## src/rtl/eth_pkg.sv

```systemverilog
// eth_pkg: receive-path types and constants shared by the RMII unpacker.
package eth_pkg;
    typedef enum logic [2:0] {IDLE, PREAMBLE, DEST_ADDR, SRC_ADDR, LENGTH, PAYLOAD, DROP} rx_state_t;
    localparam int ADDR_DIBITS = 24;
    localparam int LEN_DIBITS = 8;
    localparam int FCS_DIBITS = 16;
    localparam logic [47:0] BCAST_ADDR = '1;
    function automatic logic [47:0] wire_order(input logic [47:0] a);
        logic [47:0] r;
        for (int i = 0; i < 6; i++) r[8*i +: 8] = a[8*(5-i) +: 8];
        return r;
    endfunction
endpackage

```

## src/rtl/crc32.sv

```systemverilog
// crc32: Ethernet CRC-32 over a dibit stream, bits consumed LSB-first.
module crc32 (
    input  logic        clk,
    input  logic        rst,
    input  logic        axiiv,
    input  logic [1:0]  axiid,
    output logic [31:0] axiod
);
    logic [31:0] c, s1, s2;
    always_comb begin
        s1 = {1'b0, c[31:1]} ^ ((c[0] ^ axiid[0]) ? 32'hEDB88320 : 32'h0);
        s2 = {1'b0, s1[31:1]} ^ ((s1[0] ^ axiid[1]) ? 32'hEDB88320 : 32'h0);
        for (int i = 0; i < 32; i++) axiod[i] = ~c[31-i];
    end
    always_ff @(posedge clk) c <= rst ? 32'hFFFFFFFF : axiiv ? s2 : c;
endmodule

```

## src/rtl/eth_unpacker.sv

```systemverilog
// eth_unpacker: RMII receive deframer; filters on destination, strips header,
// hides the FCS behind a 16-dibit delay line and reports FCS/alignment status.
module eth_unpacker import eth_pkg::*; #(
    parameter logic [47:0] MY_ADDR     = 48'h000000000000,
    parameter int          PRE_MIN     = 8,
    parameter int          MAX_DIBITS  = 6072,
    parameter logic [31:0] CRC_RESIDUE = 32'h38FB2284
) (
    input  logic        clk,
    input  logic        rst,
    input  logic        phy_crsdv,
    input  logic [1:0]  phy_rxd,
    output logic        axiov,
    output logic [1:0]  axiod,
    output logic [15:0] length,
    output logic        frame_done,
    output logic        frame_ok
);
    rx_state_t state, state_n;
    logic [4:0] pre_cnt, fill;
    logic [12:0] cnt;
    logic [47:0] addr, addr_n;
    logic [15:0] len_sr;
    logic [31:0] dline, crc;
    logic sfd, rx_frame, too_long, addr_hit;

    assign rx_frame = state inside {DEST_ADDR, SRC_ADDR, LENGTH, PAYLOAD};
    assign sfd = state == PREAMBLE && phy_crsdv && phy_rxd == 2'b11 && 32'(pre_cnt) >= PRE_MIN;
    assign too_long = rx_frame && phy_crsdv && cnt == 13'(MAX_DIBITS);
    assign length = {len_sr[7:0], len_sr[15:8]};

    crc32 u_crc (.clk(clk), .rst(rst || sfd), .axiiv(rx_frame && phy_crsdv), .axiid(phy_rxd), .axiod(crc));

    // One post-SFD dibit counter drives both field boundaries and the size limit.
    always_comb begin
        addr_n = {phy_rxd, addr[47:2]};
        addr_hit = addr_n == wire_order(MY_ADDR) || addr_n == BCAST_ADDR;
        state_n = state;
        if (!phy_crsdv) state_n = IDLE;
        else if (too_long) state_n = DROP;
        else case (state)
            IDLE:      state_n = phy_rxd == 2'b01 ? PREAMBLE : IDLE;
            PREAMBLE:  state_n = sfd ? DEST_ADDR : phy_rxd == 2'b01 ? PREAMBLE : IDLE;
            DEST_ADDR: state_n = cnt == 13'(ADDR_DIBITS - 1) ? (addr_hit ? SRC_ADDR : DROP) : state;
            SRC_ADDR:  state_n = cnt == 13'(2*ADDR_DIBITS - 1) ? LENGTH : state;
            LENGTH:    state_n = cnt == 13'(2*ADDR_DIBITS + LEN_DIBITS - 1) ? PAYLOAD : state;
            default:   state_n = state;
        endcase
    end

    always_ff @(posedge clk) begin
        if (rst) begin
            state <= IDLE;
            pre_cnt <= '0;
            cnt <= '0;
            fill <= '0;
            addr <= '0;
            len_sr <= '0;
            dline <= '0;
            axiov <= 1'b0;
            axiod <= 2'b00;
            frame_done <= 1'b0;
            frame_ok <= 1'b0;
        end else begin
            state <= state_n;
            axiov <= 1'b0;
            frame_done <= 1'b0;
            frame_ok <= 1'b0;
            pre_cnt <= state == PREAMBLE ? pre_cnt + 5'(pre_cnt != 5'd31) : 5'd1;
            cnt <= sfd ? '0 : cnt + 13'(rx_frame);
            if (sfd) fill <= '0;
            if (state == DEST_ADDR) addr <= addr_n;
            if (state == LENGTH) len_sr <= {phy_rxd, len_sr[15:2]};
            if (state == PAYLOAD && phy_crsdv && !too_long) begin
                dline <= {dline[29:0], phy_rxd};
                if (fill == 5'(FCS_DIBITS)) begin
                    axiov <= 1'b1;
                    axiod <= dline[31:30];
                end else fill <= fill + 5'd1;
            end
            if (rx_frame && !phy_crsdv) begin
                frame_done <= 1'b1;
                frame_ok <= state == PAYLOAD && crc == CRC_RESIDUE && cnt[1:0] == 2'b00 && fill == 5'(FCS_DIBITS);
            end
        end
    end
endmodule

```

## config.mk

```make
export PLATFORM = sky130hd
export DESIGN_NAME = eth_unpacker
export DESIGN_NICKNAME = d
export VERILOG_FILES = /design/src/rtl/eth_pkg.sv /design/src/rtl/crc32.sv /design/src/rtl/eth_unpacker.sv
export SDC_FILE = /design/constraint.sdc
export NUM_CORES = 1
export LEC_CHECK = 0
export CAP_MARGIN = 25
export CORE_MARGIN = 1
export CORE_UTILIZATION = 50
export DETAILED_ROUTE_END_ITERATION = 16
export DONT_BUFFER_PORTS = 1
export MAX_ROUTING_LAYER = met4
export SLEW_MARGIN = 10
export SYNTH_ARGS = -nofsm -noshare
export SYNTH_HDL_FRONTEND = slang
export SYNTH_SLANG_ARGS = --single-unit
```

## constraint.sdc

```tcl
create_clock -name clk -period 2.6 [get_ports clk]
set_clock_uncertainty 0.1 [all_clocks]
set_input_delay 0.39 -clock clk [delete_from_list [all_inputs] [get_ports clk]]
set_output_delay 0.39 -clock clk [all_outputs]
set_load 0.01 [all_outputs]
```

Yosys cells after proc, flatten, opt, wreduce, memory -nomap -nowiden
Index checks and enable logic that the tools add are counted.
Storage, ports and cells
  bits in latches: 0
  memory bits (read-only): 0
  memory bits (writable): 0
  bits of input ports: 5
  register bits after elaboration: 159
  memories kept: 0
Cells by class
  shifts and indexed selects: 0
  divide/modulo/power cells: 0
  eq/ne operators: 21
  reductions and logical operators: 30
  multipliers: 0
  muxes and demuxes: 16
  order comparisons: 1
  add/sub/neg operators: 3
  bitwise gates (word level): 40
Operators by type and width (number)
  $mux W32: 2
  $xor A31 B32 Y32: 2
  $eq A48 B48 Y1 const B: 1
  $logic_not A48 Y1: 1
  $not A1 Y1: 36
  $eq A32 B30 Y1 const B: 1
  $eq A13 B6 Y1 const B: 2
  $mux W3: 5
  $mux W5: 3
  $pmux W3 S5: 1
  $add A13 B1 Y13: 1
  $eq A13 B13 Y1 const B: 1
  $eq A13 B5 Y1 const B: 1
  $logic_and A1 B1 Y1: 11
  $reduce_or A2 Y1: 5
  $ne A3 B2 Y1 const B: 3
  $reduce_and A4 Y1: 2
  $eq A3 B2 Y1 const B: 2
  $eq A3 B3 Y1 const B: 2
  $ne A2 B1 Y1 const B: 3
  $reduce_bool A6 Y1: 1
  $add A5 B1 Y5: 1
  $add A5 B1 Y5 const B: 1
  $eq A5 B5 Y1 const B: 1
  16 further kinds: 22

Logic depth before layout (Yosys ltp)
Gate-level depths: netlist (run 1).
  word-level depth: 8
  mapped depth: 9
  gate-level depth less buffers: 8

Cells and area by module
Synthesis (run 1) repeated with hierarchy kept, for this count alone.
Second synthesis, totals
  cell total of the unflattened synthesis: 805
  area, all modules: 6597.6 µm²
Modules (own cells, without submodules)
  eth_unpacker: sequential area each 2502.4 µm², times used 1, cells an instance 642, area an instance 5099.9 µm²
  crc32: sequential area each 640.6 µm², times used 1, cells an instance 163, area an instance 1497.7 µm²

Worst setup path before layout (run 1)
OpenSTA, ideal clock, no wires.
  path type: register to register
  start point: register state[1]
  end point: register cnt[12]
  path buffers: 1
  stages on the path, launching flop included: 10
  data arrival time: 1833 ps
  setup time: 117 ps
  setup slack: 550 ps
  required time: 2383 ps
  cell sequence: dfxtp_1 > buf_6 > xor2_1 > ha_1 > ha_1 > nand2_1 > nor4_1 > and3_1 > xnor2_1 > nor2_1
On the way
  cells in the longest elaborated chain, start to end: 5
RTL lines
  start: declaration: line eth_unpacker.sv:19  | rx_state_t state, state_n;
  start signal: assignment: line eth_unpacker.sv:65  | state <= state_n;
  parallel branches: the longest is 5 deep, another holds $add A13 B1 Y13
  end signal: assignment: line eth_unpacker.sv:70  | cnt <= sfd ? '0 : cnt + 13'(rx_frame);
  end: declaration: line eth_unpacker.sv:21  | logic [12:0] cnt;
Several ways; the timed one is not identified.
A chain may end at the register's enable or synchronous reset.

Worst setup path after layout (run 1)
Ends and elaborated chain as after synthesis.

==> results of run 1 <==
[sequential cells by signal, summed over array words and instances (netlist names)]
name,count
frame_done,1
cnt,13
frame_ok,1
axiov,1
dline,32
fill,5
addr,46
u_crc.c,32
pre_cnt,5
axiod,2
len_sr,16
state,3
[stage by stage]
| stage | total power, mW | instance area [um2] | setup slack (ns) | std cells |
|---|---|---|---|---|
| CTS | 5.40 | 7270 | 0.239 | 945 |
| detailed placement | 2.53 | 6530 | 0.257 | 909 |
| global route | 5.53 | 7270 | 0.00255 | 945 |
| finish | 5.34 | 7270 | 0.234 | 945 |
| floorplan | 2.55 | 6480 | 0.550 | 774 |
| global placement | 2.53 | 6530 | 0.312 | 909 |
[synth_stat cells (all sizes together), types with 4 or more instances]
library cell	number
buf	22
clkbuf	26
a21oi	101
nand3	29
nor3	6
xnor2	17
or3	5
nand2b	4
ha	6
nand4	21
nor4b	4
nor2b	4
dfxtp	157
nor2	23
o211ai	23
nand2	243
xor2	20
inv	4
nor4	18
o21ai	6
and3	10
[metal layers]
layer | vias up | part of all wire
met4 | 0 | 0.021
met2 | 70 | 0.48
met1 | 2376 | 0.46
met5 | - | 0
li1 | 2601 | -
met3 | 25 | 0.031
[cell families (layout without fill, tap and decap cells)]
logic type	after synthesis	count (layout)	share of synthesized area
AO/OA/AOI/OAI	137	137	0.133
XOR/XNOR	37	37	0.0570
adder cells (fa/ha/maj)	6	6	0.0116
buffers and inverters	52	51	0.0405
flip-flops	157	157	0.485
multiplexers	2	2	0.00309
AND/OR/NAND/NOR	383	383	0.270
[where the power goes]
group | switching, mW | internal [mW] | leakage (nW)
logic | 0.0672 | 0.0328 | 1.02
registers | 0.000801 | 2.41 | 1.27
clock network | 1.02 | 1.82 | 0.328
total | 1.09 | 4.26 | 2.61
[repair_timing]
action / in CTS / in global routing
hold buffers: 4 / 0
gates resized for setup: 0 / 0
setup endpoints to repair: 0 / 0
setup buffers: 0 / 0
endpoints found under the hold margin: 102 / 0
[path summary, 6_finish.rpt]
kind,start,to,slack (ns),depth (start not counted)
hold reg to reg,dline[10]$_SDFFE_PP0P_,dline[12]$_SDFFE_PP0P_,0.35,2
setup reg to reg,state[1]$_SDFFE_PP0P_,cnt[12]$_SDFF_PP0_,0.23,8
setup / recovery,state[1]$_SDFFE_PP0P_,cnt[12]$_SDFF_PP0_,0.23,8
hold / removal,rst,fill[3]$_SDFF_PP0_,0.03,2
[cell type report]
class	count	area (um2)	area share
Timing Repair Buffer	15	140	0.0193
Multi-Input combinational cell	565	3080	0.423
Sequential cell	157	3140	0.432
Tap cell	172	215	0.0296
Clock inverter	15	258	0.0354
Clock buffer	17	425	0.0585
Inverter	4	15.0	0.00206
==> run metrics, run 1 <==
largest net degree at the start of global routing=103; WP buf/inv=0; Initial DRC Count=304; grt ovf=0; CTS Buffer Depth=2; PwrDens=735 nW/um2; outcome=complete, no violations; Distinct cells, synth=50; Num CTS Buffers=17; Crit Path Max Fanout=9; leading area contributor after synthesis=dfxtp_1; Crit-path slowest cell=dfxtp_1; Die W=116 um; Initial Utilization=0.513; synthesized area=6480 um2; EDFF count, synth=0; IO Pins=26; maximum VDD drop=0.403 mV; Initial DRT Pass Iterations=4; vias per cell=5.37; hold crit path type=primary input to flop; first-pass GRT wire length=21200 um; top_reg_cell synth=dfxtp_1; Avg WL per Cell=13.7 um; met1 GRT Util=0.250; Yosys warning count=0; RSZ-0062 raised after global routing=no; Sink Count=157; clock latency on the worst-skew pair=0.43 ns; CP Capture Type=flop; Layout fillers=1199; max incr delay on CP=0.50 ns; post-synthesis sequential area ratio=0.485; nets=771; max capacitance violation total=0; Buffers on Ports=0; Fmax=423 MHz; Routed WL=12900 um; crit path kind=flop to flop; CTS tree=yes; Fin Hold WS=0.0346 ns; Final GP Congestion=0.797; critical-path cell list=xor2_1 -> ha_1 -> ha_1 -> nand2_1 -> nor4_1 -> and3_1 -> xnor2_1 -> nor2_1; final setup fails=0; die height=116 um; ANT nets after route=0; vias in the first global route=4516; die area=13400 um2; leakage power=2.61 nW; final period utilization=0.910; CTS clock-pin slew for the worst setup and hold paths=0.06 ns; synth top area cells=dfxtp_1, nand2_1, a21oi_1; Tmin final=2.37 ns; most common cell after layout, fill and taps aside=nand2_1; row count=41; Seq cells post-synth=157; DRC Markers=0; Post-DP HPWL=8080 um; Root Driver=clkbuf_16; GRT Max-Usage Layer=met2; met2 Use GR=0.331; Least-Margin Pin Slew=0.602 ns; Crit path max-delay family=simple AND/OR/NAND/NOR gates; Via Count=5072; Slew Limit Fails=0; most frequent cells in the layout=nand2_1, dfxtp_1, a21oi_1; syn_nets=785; Yosys top cell area share=0.485; GR Util met3=0.0486; antenna violations before repair=0; crit path DAT=2.57 ns; worst path required time=2.80 ns; antenna cells=0; share of layout cells above drive strength 1=0.0983; Final Core Density=0.576; Post-Syn Area per Cell=8.37 um2; All-Layer GR Usage=0.208; Most Frequent Cell on Critical Path=ha_1; cell count after synthesis=774; P&R area growth vs syn=12.2%; setup TNS=0 ns; async set-or-reset flop fraction in the synthesized netlist=0; startpoint class of the critical path=flop; final hold vios=0; Core ar.=12600 um2; H-tree depth=4; Relative slew margins=0.599
(Power assumes the default switching activity.)
==> run 2: changes to the inputs <==
ABC_AREA = 1   (was default)
CELL_PAD_IN_SITES_DETAIL_PLACEMENT = 0   (was default)
CELL_PAD_IN_SITES_GLOBAL_PLACEMENT = 1   (was default)
CORE_UTILIZATION = 47   (was 50)
PLACE_DENSITY_LB_ADDON = 0.1   (was default)
==> run 2 against run 1 <==
Register-to-register slack improved by 0.04 ns. Largest power group unchanged. Setup slack improved by 0.041 ns. Global-route usage fell by 0.62 points. Total power fell by 7.3%. Critical endpoint unchanged. Sequential share of layout area fell by 1.1 points. First-iteration DRC count rose by 39%. Via count rose by 8.7%. Largest cell class is now multi-input combinational cells. Critical path depth rose by 3. Highest routed layer unchanged. Synthesized cell count rose by 18%. Die area rose by 11%. Wire length rose by 6.8%.
==> run metrics, run 2 <==
outcome=complete, no violations (unchanged); final setup fails=0 (unchanged); Least-Margin Pin Slew=0.863 ns (was 0.602 ns); Overall Power=4.96 mW (was 5.34 mW); PwrDens=665 nW/um2 (was 735 nW/um2); die area=15000 um2 (was 13400 um2); Avg WL per Cell=12.6 um (was 13.7 um); Yosys top cell area share=0.462 (was 0.485); CTS Buffer Depth=2 (unchanged); clock latency on the worst-skew pair=0.42 ns (was 0.43 ns); most common cell after layout, fill and taps aside=nor2_1 (was nand2_1); maximum VDD drop=0.429 mV (was 0.403 mV); grt ovf=0 (unchanged); Num CTS Buffers=17 (unchanged); final period utilization=0.894 (was 0.910); setup TNS=0 ns (unchanged); synth top area cells=dfxtp_1, nor2_1, o21ai_0 (was dfxtp_1, nand2_1, a21oi_1); Root Driver=clkbuf_16 (unchanged); final hold vios=0 (unchanged); Die W=122 um (was 116 um); hold crit path type=primary input to flop (unchanged); vias per cell=5.04 (was 5.37); leakage power=3.11 nW (was 2.61 nW); Top Registers=addr (46), dline (32), u_crc.c (32) (unchanged); fraction of synthesized area in multiplexers=0 (was 0.00309); largest net degree at the start of global routing=101 (was 103); final std cells w/o fill=1093 (was 945); antenna cells=0 (unchanged); Crit Path Max Fanout=18 (was 9); Largest register FFs=46 (unchanged); Distinct cells, synth=40 (was 50); share of layout cells above drive strength 1=0.106 (was 0.0983); row count=43 (was 41); worst path required time=2.81 ns (was 2.80 ns); WP buf/inv=1 (was 0); nets=911 (was 771); XOR/XNOR Fraction of Synth Area=0.0272 (was 0.0570); Seq cells post-synth=157 (unchanged); Routed WL=13800 um (was 12900 um); RSZ-0062 raised after global routing=no (unchanged); Core ar.=14000 um2 (was 12600 um2); pre-CTS setup slack=0.306 ns (was 0.257 ns); most instantiated cells after synthesis=nor2_1, dfxtp_1, nand2_1, o21ai_0, inv_1 (was nand2_1, dfxtp_1, a21oi_1, nand3_1, clkbuf_1); top_reg_cell synth=dfxtp_1 (unchanged); syn_nets=927 (was 785); DRC Markers=0 (unchanged); critical-path cell list=nand2_4 -> nand3_4 -> ha_1 -> ha_1 -> inv_1 -> nor2_1 -> nand2_1 -> nor2_1 -> nand4_1 -> o21ai_0 -> a21oi_1 (was xor2_1 -> ha_1 -> ha_1 -> nand2_1 -> nor4_1 -> and3_1 -> xnor2_1 -> nor2_1); max incr delay on CP=0.54 ns (was 0.50 ns); most frequent cells in the layout=nor2_1, dfxtp_1, nand2_1 (was nand2_1, dfxtp_1, a21oi_1); fin area=7450 um2 (was 7270 um2); Tmin final=2.33 ns (was 2.37 ns); synthesized area=6800 um2 (was 6480 um2); async set-or-reset flop fraction in the synthesized netlist=0 (unchanged); Initial DRT Pass Iterations=5 (was 4); Adder-Cell Fraction of Synth Area=0.0110 (was 0.0116); vias in the first global route=5037 (was 4516); Sink Count=157 (unchanged); post-place instance area=6860 um2 (was 6530 um2); leading area contributor after synthesis=dfxtp_1 (unchanged); Slew Limit Fails=0 (unchanged); Synth Area in Simple Gates=0.291 (was 0.270); crit path kind=flop to flop (unchanged); max capacitance violation total=0 (unchanged); Final GP Congestion=0.838 (was 0.797); cell count after synthesis=916 (was 774); Post-Syn Area per Cell=7.42 um2 (was 8.37 um2); Top reg by flops=addr (unchanged); crit path DAT=2.54 ns (was 2.57 ns); compound-gate portion of the synthesized area=0.141 (was 0.133); Initial DRC Count=422 (was 304); Post-DP HPWL=8760 um (was 8080 um); All-Layer GR Usage=0.202 (was 0.208); Post-CTS Repair Setup Buffers=0 (unchanged); PnR worst setup slack=0.275 ns (was 0.234 ns); Crit path max-delay family=simple AND/OR/NAND/NOR gates (unchanged); H-tree depth=4 (unchanged); antenna violations before repair=0 (unchanged); EDFF count, synth=0 (unchanged); Yosys warning count=0 (unchanged); Fmax=430 MHz (was 423 MHz); CTS tree=yes (unchanged); Buffers on Ports=0 (unchanged); startpoint class of the critical path=flop (unchanged); P&R area growth vs syn=9.64% (was 12.2%); Relative slew margins=0.420 (was 0.599); most frequent cell after synthesis=nor2_1 (was nand2_1); Fin Hold WS=0.0278 ns (was 0.0346 ns); ANT nets after route=0 (unchanged); first-pass GRT wire length=23300 um (was 21200 um); die height=122 um (was 116 um); largest family of logic cells by synthesized area=simple AND/OR/NAND/NOR gates (unchanged); CTS clock-pin slew for the worst setup and hold paths=0.07 ns (was 0.06 ns); post-synthesis sequential area ratio=0.462 (was 0.485); Cells after DPL=1060 (was 909); IO Pins=26 (unchanged); CP Capture Type=flop (unchanged); Final Core Density=0.533 (was 0.576); Via Count=5514 (was 5072); Initial Utilization=0.486 (was 0.513); Crit-path slowest cell=dfxtp_1 (unchanged)
run 2: changes by cell type in the layout (fill, tap and decap cells not counted), moves of 9 or more:
| cell | before | now |
|---|---|---|
| nor2_2 | 1 | 35 |
| o211ai_1 | 5 | 14 |
| a21oi_1 | 101 | 44 |
| nor4_1 | 18 | 1 |
| nand2_1 | 242 | 123 |
| and3_1 | 10 | 0 |
| o211ai_2 | 18 | 0 |
| nor2_1 | 22 | 227 |
| inv_1 | 4 | 49 |
| o21ai_0 | 4 | 114 |
| xnor2_1 | 15 | 5 |
run 2: logic make-up after synthesis:
family / Yosys count
flops: 157
fa+ha+maj: 6
buf+inv: 101
xor+xnor: 19
simple gates: 451
compound gates: 182
run 2: final cells by class:
cell class	instances	area, um2
Clock inverter	12	140
Inverter	59	228
Sequential cell	157	3140
Tap cell	180	225
Timing Repair Buffer	7	67.6
Multi-Input combinational cell	658	3200
Fill cell	1344	6530
Clock buffer	20	447
run 2: tightest hold or removal path: stages:
cell and delay (ns):
a21oi_1 0.02, nand2_1 0.05, a21oi_1 0.03
run 2: report_power, final:
group          internal [mW]  switching, mW  leakage [nW]  total [mW]
logic                 0.0298         0.0708          1.58       0.101
clock network           1.45           1.00         0.265        2.45
registers               2.41        0.00143          1.27        2.41
total                   3.88           1.07          3.11        4.96
run 2: what timing repair did:
item,4_1_cts,5_1_grt
gates resized for setup,0,0
hold buffers,1,0
endpoints found under the hold margin,4,0
run 2: layer usage:
metal  vias to the layer above  wire length, um  track usage
met5                         -                0            -
met3                        14              550       0.0451
met1                      2492             6800        0.251
met4                         0              183       0.0686
li1                       2929                -            -
met2                        79             6270        0.322
run 2: path summary, 6_finish.rpt:
path | from | endpoint | slack [ns] | cells past startpoint
min reg2reg | u_crc.c[29]$_SDFFE_PP1P_ | u_crc.c[29]$_SDFFE_PP1P_ | 0.37 | 2
min | rst | fill[4]$_SDFF_PP0_ | 0.03 | 3
max | state[2]$_SDFFE_PP0P_ | cnt[12]$_SDFF_PP0_ | 0.27 | 11
max reg2reg | state[2]$_SDFFE_PP0P_ | cnt[12]$_SDFF_PP0_ | 0.27 | 11
